File: src/rtl/cp0_exc_ctrl.sv
// CP0 exception/ERET sequencer: prioritises exception requests, drives the EPC hardware port,
// arbitrates software EPC writes, and sequences the pipeline flush and PC redirect.
module cp0_exc_ctrl #(
  parameter logic [31:0] EXC_VECTOR   = 32'h8000_0180,
  parameter int          FLUSH_CYCLES = 2
) (
  input  logic        clk,
  input  logic        rst,
  input  logic [6:0]  exc_vec,
  input  logic [31:0] pc_p,
  input  logic        bd_p,
  input  logic        eret,
  input  logic        mtc0_req,
  output logic        mtc0_ack,
  input  logic [31:0] epc_rdata,
  output logic        we_h,
  output logic [31:0] pc_h,
  output logic        bd_h,
  output logic        r_h,
  output logic        exl,
  output logic [4:0]  exccode,
  output logic        stall,
  output logic        flush,
  output logic        redirect,
  output logic [31:0] redirect_pc
);

  localparam int CNT_W = (FLUSH_CYCLES > 1) ? $clog2(FLUSH_CYCLES) : 1;

  typedef enum logic [2:0] {
    IDLE,
    COMMIT,
    ERET_RD,
    FLUSH,
    REDIRECT
  } state_t;

  state_t      state;
  logic [CNT_W-1:0] cnt;
  logic [4:0]  code_reg;
  logic [31:0] target_reg;

  logic [6:0]  exc_masked;
  logic        exc_valid;
  logic [4:0]  exc_code;

  // Interrupts are masked while already at exception level.
  assign exc_masked = exc_vec & {6'h3f, ~exl};
  assign exc_valid  = |exc_masked;

  always_comb begin
    exc_code = 5'd0;
    if      (exc_masked[0]) exc_code = 5'd0;
    else if (exc_masked[1]) exc_code = 5'd4;
    else if (exc_masked[3]) exc_code = 5'd10;
    else if (exc_masked[4]) exc_code = 5'd12;
    else if (exc_masked[5]) exc_code = 5'd8;
    else if (exc_masked[6]) exc_code = 5'd9;
    else if (exc_masked[2]) exc_code = 5'd5;
  end

  // Software writes only fire in cycles where no hardware EPC access can start.
  assign mtc0_ack = mtc0_req & (state == IDLE) & ~exc_valid & ~eret;

  always_ff @(posedge clk or negedge rst) begin
    if (!rst) begin
      state       <= IDLE;
      cnt         <= '0;
      code_reg    <= 5'd0;
      target_reg  <= 32'd0;
      we_h        <= 1'b0;
      pc_h        <= 32'd0;
      bd_h        <= 1'b0;
      r_h         <= 1'b0;
      exl         <= 1'b0;
      exccode     <= 5'd0;
      stall       <= 1'b0;
      flush       <= 1'b0;
      redirect    <= 1'b0;
      redirect_pc <= 32'd0;
    end else begin
      we_h     <= 1'b0;
      pc_h     <= 32'd0;
      bd_h     <= 1'b0;
      r_h      <= 1'b0;
      redirect <= 1'b0;
      case (state)
        IDLE: begin
          if (exc_valid) begin
            code_reg   <= exc_code;
            target_reg <= EXC_VECTOR;
            we_h       <= ~exl;
            pc_h       <= pc_p;
            bd_h       <= bd_p;
            stall      <= 1'b1;
            state      <= COMMIT;
          end else if (eret) begin
            r_h   <= 1'b1;
            stall <= 1'b1;
            state <= ERET_RD;
          end
        end
        COMMIT: begin
          exccode <= code_reg;
          exl     <= 1'b1;
          cnt     <= CNT_W'(FLUSH_CYCLES - 1);
          flush   <= 1'b1;
          state   <= FLUSH;
        end
        ERET_RD: begin
          target_reg <= epc_rdata;
          exl        <= 1'b0;
          cnt        <= CNT_W'(FLUSH_CYCLES - 1);
          flush      <= 1'b1;
          state      <= FLUSH;
        end
        FLUSH: begin
          if (cnt == '0) begin
            flush       <= 1'b0;
            redirect    <= 1'b1;
            redirect_pc <= target_reg;
            state       <= REDIRECT;
          end else begin
            cnt <= cnt - 1'b1;
          end
        end
        REDIRECT: begin
          stall <= 1'b0;
          state <= IDLE;
        end
        default: begin
          stall <= 1'b0;
          flush <= 1'b0;
          state <= IDLE;
        end
      endcase
    end
  end

endmodule

File: config.mk
export PLATFORM = sky130hd
export DESIGN_NAME = cp0_exc_ctrl
export DESIGN_NICKNAME = d
export VERILOG_FILES = /design/src/rtl/cp0_exc_ctrl.sv
export SDC_FILE = /design/constraint.sdc
export NUM_CORES = 1
export LEC_CHECK = 0
export ABC_AREA = 1
export BUFFER_PORTS_ARGS = -buffer_cell sky130_fd_sc_hd__buf_2
export CORE_MARGIN = 5
export CORE_UTILIZATION = 30
export CTS_CLUSTER_DIAMETER = 80
export CTS_CLUSTER_SIZE = 8
export DETAILED_ROUTE_END_ITERATION = 16
export SYNTH_ARGS = -nofsm -noshare
export SYNTH_HDL_FRONTEND = slang
export SYNTH_SLANG_ARGS = --single-unit
File: constraint.sdc
create_clock -name clk -period 1.4 [get_ports clk]
set_input_delay 0.28 -clock clk [delete_from_list [all_inputs] [get_ports clk]]
set_output_delay 0.28 -clock clk [all_outputs]
set_load 0.05 [all_outputs]
==> metrics.txt, run 1 <==
result of the run finished with violations; failing checks setup timing; Chip Height 132 um; total power divided by cell area approximately 2700 nW/um^2; layout cells sized above 1 0.540; WHS Endpoint target_reg[11]$_DFFE_PN0P_; DP Worst Slack -163 ps; Avg Vias per Cell 4.29; total of fill cells in the finished design 1364; Cells after Synth 440; clk_lat worst skew 410 ps; number of optimization iterations in the first detailed-route pass 4; n_diodes 0; Required @ worst endpoint 1120 ps; internal cell power 10.7 mW; root buffer cell sky130_fd_sc_hd__clkbuf_16; clock transition at the registers of the reported paths 50 ps; capture instance of the worst register-to-register path target_reg[10]$_DFFE_PN0P_; worst min path class input pin to flip-flop; Layout area overhead 55.9%; Nets ~710; routed vias ~3600; sequential standard cell area ~2900 sq um; post-synthesis net count 516; number of cells on the worst reg-to-reg path 10; number of core rows 44; max_cap viols 0; fraction of power spent switching nets 0.428; vias in the first global route approximately 3800; share of the clock period used by the worst path after layout 1.22; hold violation total from the final report 0; Multi-input gate area ~1600 sq um; worst hold path cell count 3; register bit total from synthesis 115; Crit Reg-Reg Startpoint exl$_DFFE_PN0N_; area of the die 17400 sq um; routed wire length 12100 um; post-route setup slack -313 ps; number of buffers inserted during clock tree synthesis 17; Setup Crit Path Kind flip-flop to output port; global routing usage summed across all routing layers 0.142; largest net degree at the start of global routing 78; Warnings, synthesis 0; mean instance size in the synthesized netlist 10.1 sq um; count of port buffers added during placement about 150; Core ar. 14500 sq um; routability-driven placement congestion ratio 0.758; CP Data Arrival Time 1430 ps; register-to-register path setup slack -200 ps; Top Ports 153; Hold Startpoint epc_rdata[11]; launching element of the worst setup path state[1]$_DFFE_PN0P_; unrepaired setup endpoints after global routing yes; Cell Area, Placed about 5600 sq um; clock tree from TritonCTS built; DRC violations left 0; total leakage power 3.67 nW; global route total overflow 0; Initial Util 0.306; final count of pins violating max slew 0; drt wl/cell about 15 um; drt first-iter violations approximately 120; H-Tree Depth 4; skew final 5.89 ps; total clock sinks approximately 120; largest fanout on the critical path 2; first-pass GRT wire length 19500 um; fin crit period 1710 ps; floorplan die width 132 um; Reg power frac 0.268; number of endpoints failing setup at the final stage 72; sort of element at the end of the critical path output port; cell area after layout 6930 sq um; Sw Pwr 7.99 mW; worst-case vdd ir drop roughly 1.1 mV; maximum operating frequency approximately 600 MHz; half-perimeter wire length after detailed placement 7670 um; post-detailed-route count of antenna-violating nets 0; crit start category flip-flop; part of the Yosys area used for sequential elements 0.647; maximum clock path buffer count 2; antenna violations before repair 0; Cell Area, Synth 4450 sq um; number of library cell types mapped by synthesis 20; combinational power share 0.492; fraction of power consumed by the clock network 0.240
## worst max-delay path, cell delays in order, from the launching register on
cell and delay [ps]:
sky130_fd_sc_hd__dfrtp_1 400, sky130_fd_sc_hd__nor3_4 260, sky130_fd_sc_hd__nand3_4 110, sky130_fd_sc_hd__nor2_4 110, sky130_fd_sc_hd__buf_8 150
## cells in the mapped netlist, drive strengths merged
master  count  area [sq um]
o21ai      66           443
a21oi       2          10.0
mux2        3          33.8
inv        76           288
conb        1          3.75
dfrtp     115          2880
or2         3          18.8
nor3        1          16.3
buf        18           141
nor2       50           195
nand2      94           353
nand3      11          65.1
## power groups by stage
stage / clock (mW) / combinational [mW] / sequential (mW)
after floorplan: 0 / 2.61 / 7.35
after global placement: 0 / 6.75 / 4.98
after detailed placement: 0 / 6.90 / 5.03
after CTS: 4.60 / 8.71 / 5.00
after global routing: 4.77 / 9.82 / 5.13
final: 4.48 / 9.17 / 5.01
## repair_timing
item | 4_1_cts | 5_1_grt
setup buffers | 6 | 7
pin swaps | 9 | 5
endpoints found under the setup margin | 38 | 107
endpoints found under the hold margin | 48 | 0
gates resized for setup | 94 | 63
hold buffers | 1 | 0
cloned | 6 | 2
## cell families after synthesis
logic type,synth area share
multiplexers,0.00760
AND/OR/NAND/NOR,0.146
buffers and inverters,0.0965
AO/OA/AOI/OAI,0.102
other,0.000844
flip-flops,0.647
## stage by stage
step	util	total power, mW	hold slack (ps)	setup TNS, ps	instances
floorplan	-	9.96	-15.6	-146	440
global placement	0.384	11.7	101	-1890	782
detailed placement	0.384	11.9	105	-3560	782
CTS	0.459	18.3	47.5	-6180	826
global route	0.477	19.7	66.9	-15370	830
finish	0.477	18.7	83.6	-8720	830
## how the worst max path moves through the flow
stage / endpoint / slack (ps) / cells after the start
after floorplan: mtc0_ack / -150 / 6
after detailed placement: mtc0_ack / -160 / 7
after CTS: mtc0_ack / -350 / 4
final: mtc0_ack / -310 / 4
after global routing: mtc0_ack / -390 / 4
after global placement: mtc0_ack / -160 / 7
## cell type report
class	count	share of cell area
Clock inverter	9	0.0181
Tap cell	184	0.0332
Inverter	76	0.0419
Sequential cell	115	0.415
Timing Repair Buffer	192	0.194
Multi-Input combinational cell	231	0.226
Clock buffer	23	0.0719
## cells in the final DEF (no fill, tap or decap), types with 5 or more instances in the layout
cell and count:
sky130_fd_sc_hd__nand2_4 5, sky130_fd_sc_hd__dfrtp_1 114, sky130_fd_sc_hd__nand2_1 87, sky130_fd_sc_hd__nor2_1 12, sky130_fd_sc_hd__o21ai_2 55, sky130_fd_sc_hd__buf_6 7, sky130_fd_sc_hd__o21ai_4 5, sky130_fd_sc_hd__inv_1 70
sky130_fd_sc_hd__buf_4 19, sky130_fd_sc_hd__nor2_2 19, sky130_fd_sc_hd__clkbuf_8 5, sky130_fd_sc_hd__buf_2 148, sky130_fd_sc_hd__buf_12 9, sky130_fd_sc_hd__nor2_4 19, sky130_fd_sc_hd__clkbuf_16 19
## routing by layer
metal / track usage / share of wire / vias to the layer above
met5: 0 / 0 / -
met4: 0.0537 / 0.021 / 0
met3: 0.0611 / 0.081 / 18
met2: 0.228 / 0.49 / 127
met1: 0.170 / 0.41 / 1693
li1: - / - / 1723
Note: power is estimated with default switching activity, not from simulation.
==> run 2: changes to the inputs <==
--- a/config.mk
+++ b/config.mk
@@ -7,10 +7,10 @@
 export LEC_CHECK = 0
 export ABC_AREA = 1
 export BUFFER_PORTS_ARGS = -buffer_cell sky130_fd_sc_hd__buf_2
+export CORE_ASPECT_RATIO = 0.7
 export CORE_MARGIN = 5
 export CORE_UTILIZATION = 30
-export CTS_CLUSTER_DIAMETER = 80
-export CTS_CLUSTER_SIZE = 8
+export CTS_CLUSTER_DIAMETER = 100
 export DETAILED_ROUTE_END_ITERATION = 16
 export SYNTH_ARGS = -nofsm -noshare
 export SYNTH_HDL_FRONTEND = slang
==> metrics.txt, run 2 (synthesis gave the netlist of run 1 again) <==
result of the run finished with violations; failing checks setup timing; Required @ worst endpoint 1120 ps (about the same); placed instance count 790 (+1.0%); post-detailed-route count of antenna-violating nets 0 (unchanged); total leakage power 3.65 nW (-0.64%); Worst path max stage delay 400 ps (about the same); Chip Height 112 um (-15%); Hold Startpoint pc_p[23]; Reg power frac 0.271 (+0.003); Setup Crit Path Kind flip-flop to output port; maximum clock path buffer count 2 (unchanged); layout cells sized above 1 0.519 (-0.0209); number of endpoints failing setup at the final stage 83 (+15%); ordered list of cells on the worst path nor3_4 > nand3_4 > nor2_4 > buf_6; drt first-iter violations 100 (-15%); largest fanout on the critical path 2 (unchanged); number of cells on the worst reg-to-reg path 7 (-3); largest net degree at the start of global routing 56 (-28%); internal cell power 10.5 mW (-1.1%); hold violation total from the final report 0 (unchanged); post-route setup slack -291 ps (+22.4 ps); fin crit period 1690 ps (-22.4 ps); crit start category flip-flop; sort of element at the end of the critical path output port; share of the clock period used by the worst path after layout 1.21 (-0.0160); max_cap viols 0 (unchanged); vias in the first global route 3760 (-0.77%); count of port buffers added during placement 151 (unchanged); Sw Pwr 7.89 mW (-1.3%); combinational power share 0.478 (-0.014); worst-case vdd ir drop 1.35 mV (+26%); worst slack on hold paths 72.1 ps (-11.4 ps); routability-driven placement congestion ratio 0.762 (+0.57%); worst hold path cell count 3 (unchanged); WHS Endpoint pc_h[23]$_DFF_PN0_; capture instance of the worst register-to-register path target_reg[15]$_DFFE_PN0P_; area of the die 17400 sq um (+0.22%); global routing usage summed across all routing layers 0.135 (-0.00702); number of buffers inserted during clock tree synthesis 17 (unchanged); drt wl/cell 14.3 um (-2.1%); maximum operating frequency 591 MHz (+1.3%); DP Worst Slack -205 ps (-41.8 ps); M2 GR Usage 0.197 (-0.0317); unrepaired setup endpoints after global routing yes; most common cell after layout, fill and taps aside sky130_fd_sc_hd__buf_2; number of core rows 37 (-16%); fraction of power consumed by the clock network 0.251 (+0.011); slowest stage cell on the critical path sky130_fd_sc_hd__dfrtp_1; total clock sinks 115 (unchanged); DRC violations left 0 (unchanged); layer carrying the most global-route usage met2; Top Ports 153 (unchanged); met1 routing resource usage after global routing 0.170 (about the same); floorplan die width 155 um (+18%); clock tree from TritonCTS built; fraction of power spent switching nets 0.428 (about the same); Crit Reg-Reg Startpoint state[2]$_DFFE_PN0P_; routed vias 3591 (+0.84%); number of buffer and inverter instances along the worst setup path 1 (unchanged); half-perimeter wire length after detailed placement 7660 um (-0.17%); register-to-register path setup slack -110 ps (+90 ps); total of fill cells in the finished design 1385 (+1.5%); final count of pins violating max slew 0 (unchanged); largest delay contributor family on the critical path simple AND/OR/NAND/NOR gates; H-Tree Depth 4 (unchanged); Avg Vias per Cell 4.27 (-0.48%); root buffer cell sky130_fd_sc_hd__clkbuf_16; skew final 8.01 ps (+2.12 ps); CP Data Arrival Time 1410 ps (-20 ps); number of optimization iterations in the first detailed-route pass 4 (unchanged); clock transition at the registers of the reported paths 60 ps (about the same); Initial Util 0.304 (-0.00199); antenna violations before repair 3 (+3); clk_lat worst skew 410 ps (about the same); final non-filler cell total 841 (+1.3%); Layout area overhead 54.8%; routed wire length 12000 um (-0.77%); total power divided by cell area 2680 nW/um^2 (-0.49%); first-pass GRT wire length 18500 um (-5.5%); Core ar. 14600 sq um (+0.65%); global route total overflow 0 (unchanged); worst min path class input pin to flip-flop; met3 global-route usage 0.0730 (+0.0120); Nets 708 (-0.14%); TNS Setup -4200 ps (+4520 ps); commonest cells after routing, fill and taps aside 148 x sky130_fd_sc_hd__buf_2, 114 x sky130_fd_sc_hd__dfrtp_1, 83 x sky130_fd_sc_hd__nand2_1
==> run 2: worst max-delay path by stage <==
stage | from | to | cells past startpoint
floorplan | exl$_DFFE_PN0N_ | mtc0_ack | 6
global placement | exc_vec[6] | mtc0_ack | 7
detailed placement | exc_vec[6] | mtc0_ack | 7
CTS | state[1]$_DFFE_PN0P_ | mtc0_ack | 4
global route | state[2]$_DFFE_PN0P_ | mtc0_ack | 4
finish | state[2]$_DFFE_PN0P_ | mtc0_ack | 4
==> run 2: metrics by stage <==
step                cell area [sq um]  utilization  total power [mW]
floorplan                        4490            -              9.96
global placement                 5610        0.384              11.8
detailed placement               5610        0.384              12.0
CTS                              6350        0.434              17.1
global route                     6880        0.470              19.5
finish                           6880        0.470              18.4
==> run 2: power groups by stage <==
stage / sequential, mW / combinational (mW) / clock [mW]
after floorplan: 7.35 / 2.61 / 0
after CTS: 4.99 / 7.36 / 4.74
after global placement: 4.98 / 6.81 / 0
after detailed placement: 5.03 / 6.92 / 0
final: 4.99 / 8.81 / 4.63
after global routing: 5.12 / 9.48 / 4.91
==> run 2: final cells by class <==
class | instances | area [sq um] | share of cell area
Antenna cell | 1 | 2.50 | 0.000364
Clock buffer | 20 | 457 | 0.0664
Clock inverter | 12 | 179 | 0.0260
Inverter | 76 | 293 | 0.0425
Multi-Input combinational cell | 231 | 1500 | 0.218
Sequential cell | 115 | 2880 | 0.418
Tap cell | 195 | 244 | 0.0354
Timing Repair Buffer | 191 | 1330 | 0.193
==> run 2: worst min-delay path, stage by stage <==
cell	delay (ps)
sky130_fd_sc_hd__buf_2	90
sky130_fd_sc_hd__inv_1	40
sky130_fd_sc_hd__nor2_1	30
==> run 2: metal layers <==
metal	routed length [um]	vias to the layer above
li1	-	1732
met1	5110	1716
met2	5540	123
met3	1170	16
met4	142	4
met5	40	-
==> run 2: what timing repair did <==
item                                    CTS  global route
gates cloned                              1             8
endpoints found under the setup margin   36           100
buffers inserted                          2             8
hold buffers                              1             0
gates resized for setup                  15           105
hold endpoints to repair                115             0
pin swaps                                 5             3
==> run 3: changes to the inputs <==
--- a/config.mk
+++ b/config.mk
@@ -12,6 +12,7 @@
 export CORE_UTILIZATION = 30
 export CTS_CLUSTER_DIAMETER = 100
 export DETAILED_ROUTE_END_ITERATION = 16
+export MAX_ROUTING_LAYER = met4
 export SYNTH_ARGS = -nofsm -noshare
 export SYNTH_HDL_FRONTEND = slang
 export SYNTH_SLANG_ARGS = --single-unit
==> constraint.sdc (replaced) <==
create_clock -name clk -period 1.4 [get_ports clk]
set_input_delay 0.07 -clock clk [delete_from_list [all_inputs] [get_ports clk]]
set_output_delay 0.07 -clock clk [all_outputs]
set_load 0.05 [all_outputs]
==> metrics.txt, run 3 (synthesis gave the netlist of run 1 again) <==
result of the run finished with violations; failing checks setup timing; TNS Setup -3410 ps (+792 ps); drt wl/cell 14.8 um (+3.7%); number of endpoints failing setup at the final stage 72 (-13%); max_cap viols 0 (unchanged); total clock sinks 115 (unchanged); total of fill cells in the finished design 1310 (-5.4%); maximum operating frequency 650 MHz (+10%); DRC violations left 0 (unchanged); Top Ports 153 (unchanged); worst min path class input pin to flip-flop; count of port buffers added during placement 151 (unchanged); clock transition at the registers of the reported paths 50 ps (about the same); hold violation total from the final report 0 (unchanged); largest net degree at the start of global routing 62 (+11%); crit start category flip-flop; clock tree from TritonCTS built; layout cells sized above 1 0.435 (-0.0844); half-perimeter wire length after detailed placement 7630 um (-0.32%); skew final 5.72 ps (-2.30 ps); most common cell after layout, fill and taps aside sky130_fd_sc_hd__buf_2; M2 GR Usage 0.237 (+0.0409); worst slack on hold paths 38.8 ps (-33.4 ps); commonest cells after routing, fill and taps aside 149 x sky130_fd_sc_hd__buf_2, 112 x sky130_fd_sc_hd__dfrtp_1, 86 x sky130_fd_sc_hd__nand2_1; unrepaired setup endpoints after global routing yes; global route total overflow 0 (unchanged); antenna violations before repair 0 (-3); clk_lat worst skew 410 ps (about the same); Nets 771 (+8.9%); vias in the first global route 4091 (+8.8%); routed vias 3917 (+9.1%); sort of element at the end of the critical path output port; n_diodes 0 (-1); post-route setup slack -138 ps (+153 ps); Core ar. 14600 sq um (unchanged); Required @ worst endpoint 1330 ps (+210 ps); global routing usage summed across all routing layers 0.151 (+0.0160); post-detailed-route count of antenna-violating nets 0 (unchanged); number of core rows 37 (unchanged); worst-case vdd ir drop 1.12 mV (-17%); layer carrying the most global-route usage met2; final count of pins violating max slew 0 (unchanged); number of optimization iterations in the first detailed-route pass 4 (unchanged); met1 routing resource usage after global routing 0.182 (+0.0127); share of the clock period used by the worst path after layout 1.10 (-0.109); floorplan die width 155 um (unchanged); CP Data Arrival Time 1470 ps (+60 ps); first-pass GRT wire length 20000 um (+8.3%); Setup Crit Path Kind flip-flop to output port; routed wire length 13400 um (+11%); total power after layout 18.4 mW (-0.12%); sequential standard cell area 2880 sq um (about the same); Multi-input gate area 1350 sq um (-10%); met3 global-route usage 0.0536 (-0.0194); largest fanout on the critical path 3 (+1); total leakage power 3.90 nW (+6.8%); drt first-iter violations 137 (+37%); Layout area overhead 65.9%; total power divided by cell area 2500 nW/um^2 (-6.8%); Initial Util 0.304 (unchanged); H-Tree Depth 4 (unchanged); area of the die 17400 sq um (unchanged); maximum clock path buffer count 2 (unchanged); Chip Height 112 um (unchanged); root buffer cell sky130_fd_sc_hd__clkbuf_16; routability-driven placement congestion ratio 0.720 (-5.5%); Avg Vias per Cell 4.34 (+1.6%); number of buffers inserted during clock tree synthesis 17 (unchanged); fin crit period 1540 ps (-153 ps); register-to-register path setup slack -80 ps (+30 ps)
## run 3: cell types whose count changed in the layout (fill, tap and decap cells not counted), sizes merged
cell / delta
buf: -7
clkbuf: +3
clkinvlp: -1
diode: -1
dlygate4sd3: +68
## run 3: final timing paths
path | from | endpoint | cells past startpoint
min reg2reg | redirect_pc[8]$_DFFE_PN0P_ | redirect_pc[8]$_DFFE_PN0P_ | 2
max in group asynchronous | rst | exl$_DFFE_PN0N_ | 3
max reg2reg | exl$_DFFE_PN0N_ | code_reg[2]$_DFFE_PN0P_ | 8
min in group asynchronous | rst | target_reg[10]$_DFFE_PN0P_ | 2
min | exc_vec[2] | code_reg[2]$_DFFE_PN0P_ | 5
max | state[1]$_DFFE_PN0P_ | mtc0_ack | 4
## run 3: what timing repair did
item                       in CTS  in global routing
resized for setup              24                 64
hold endpoints to repair      184                  0
setup endpoints to repair      65                105
hold buffers                   69                  0
pin swaps                       6                  8
buffers inserted                5                  6
cloned                          1                 10
## run 3: power breakdown
part | switching [mW] | leakage, nW | internal, mW
Sequential | 0.500 | 1.50 | 4.50
Combinational | 5.86 | 2.10 | 3.04
Clock | 1.45 | 0.300 | 3.06
Total | 7.81 | 3.90 | 10.6
## run 3: final cells by class
cell class,count,area share
timing repair inverter,1,0.00271
clock inverter,10,0.0210
tap,195,0.0331
sequential,115,0.391
timing repair buffer,253,0.266
multi-input combinational,231,0.183
inverter,76,0.0410
clock buffer,22,0.0629
## run 3: per-layer routing
| layer | vias to the layer above | routed length [um] |
|---|---|---|
| li1 | 1851 | - |
| met1 | 1919 | 5690 |
| met2 | 135 | 6650 |
| met3 | 12 | 891 |
| met4 | 0 | 138 |
| met5 | - | 0 |
## run 3: per-stage QoR
stage | utilization | instances | setup WS [ps] | cell area (sq um)
4_1_cts | 0.473 | 887 | -165 | 6920
2_1_floorplan | - | 440 | -8.13 | 4460
5_1_grt | 0.504 | 903 | -218 | 7380
3_3_place_gp | 0.375 | 780 | -58.7 | 5490
3_5_place_dp | 0.375 | 780 | -150 | 5490
6_report | 0.504 | 903 | -138 | 7380
## run 3: worst max-delay path: stages (launching register included)
cell	delay, ps
sky130_fd_sc_hd__dfrtp_2	430
sky130_fd_sc_hd__nor3_4	270
sky130_fd_sc_hd__nand3_4	120
sky130_fd_sc_hd__nor2_4	90
sky130_fd_sc_hd__buf_6	160
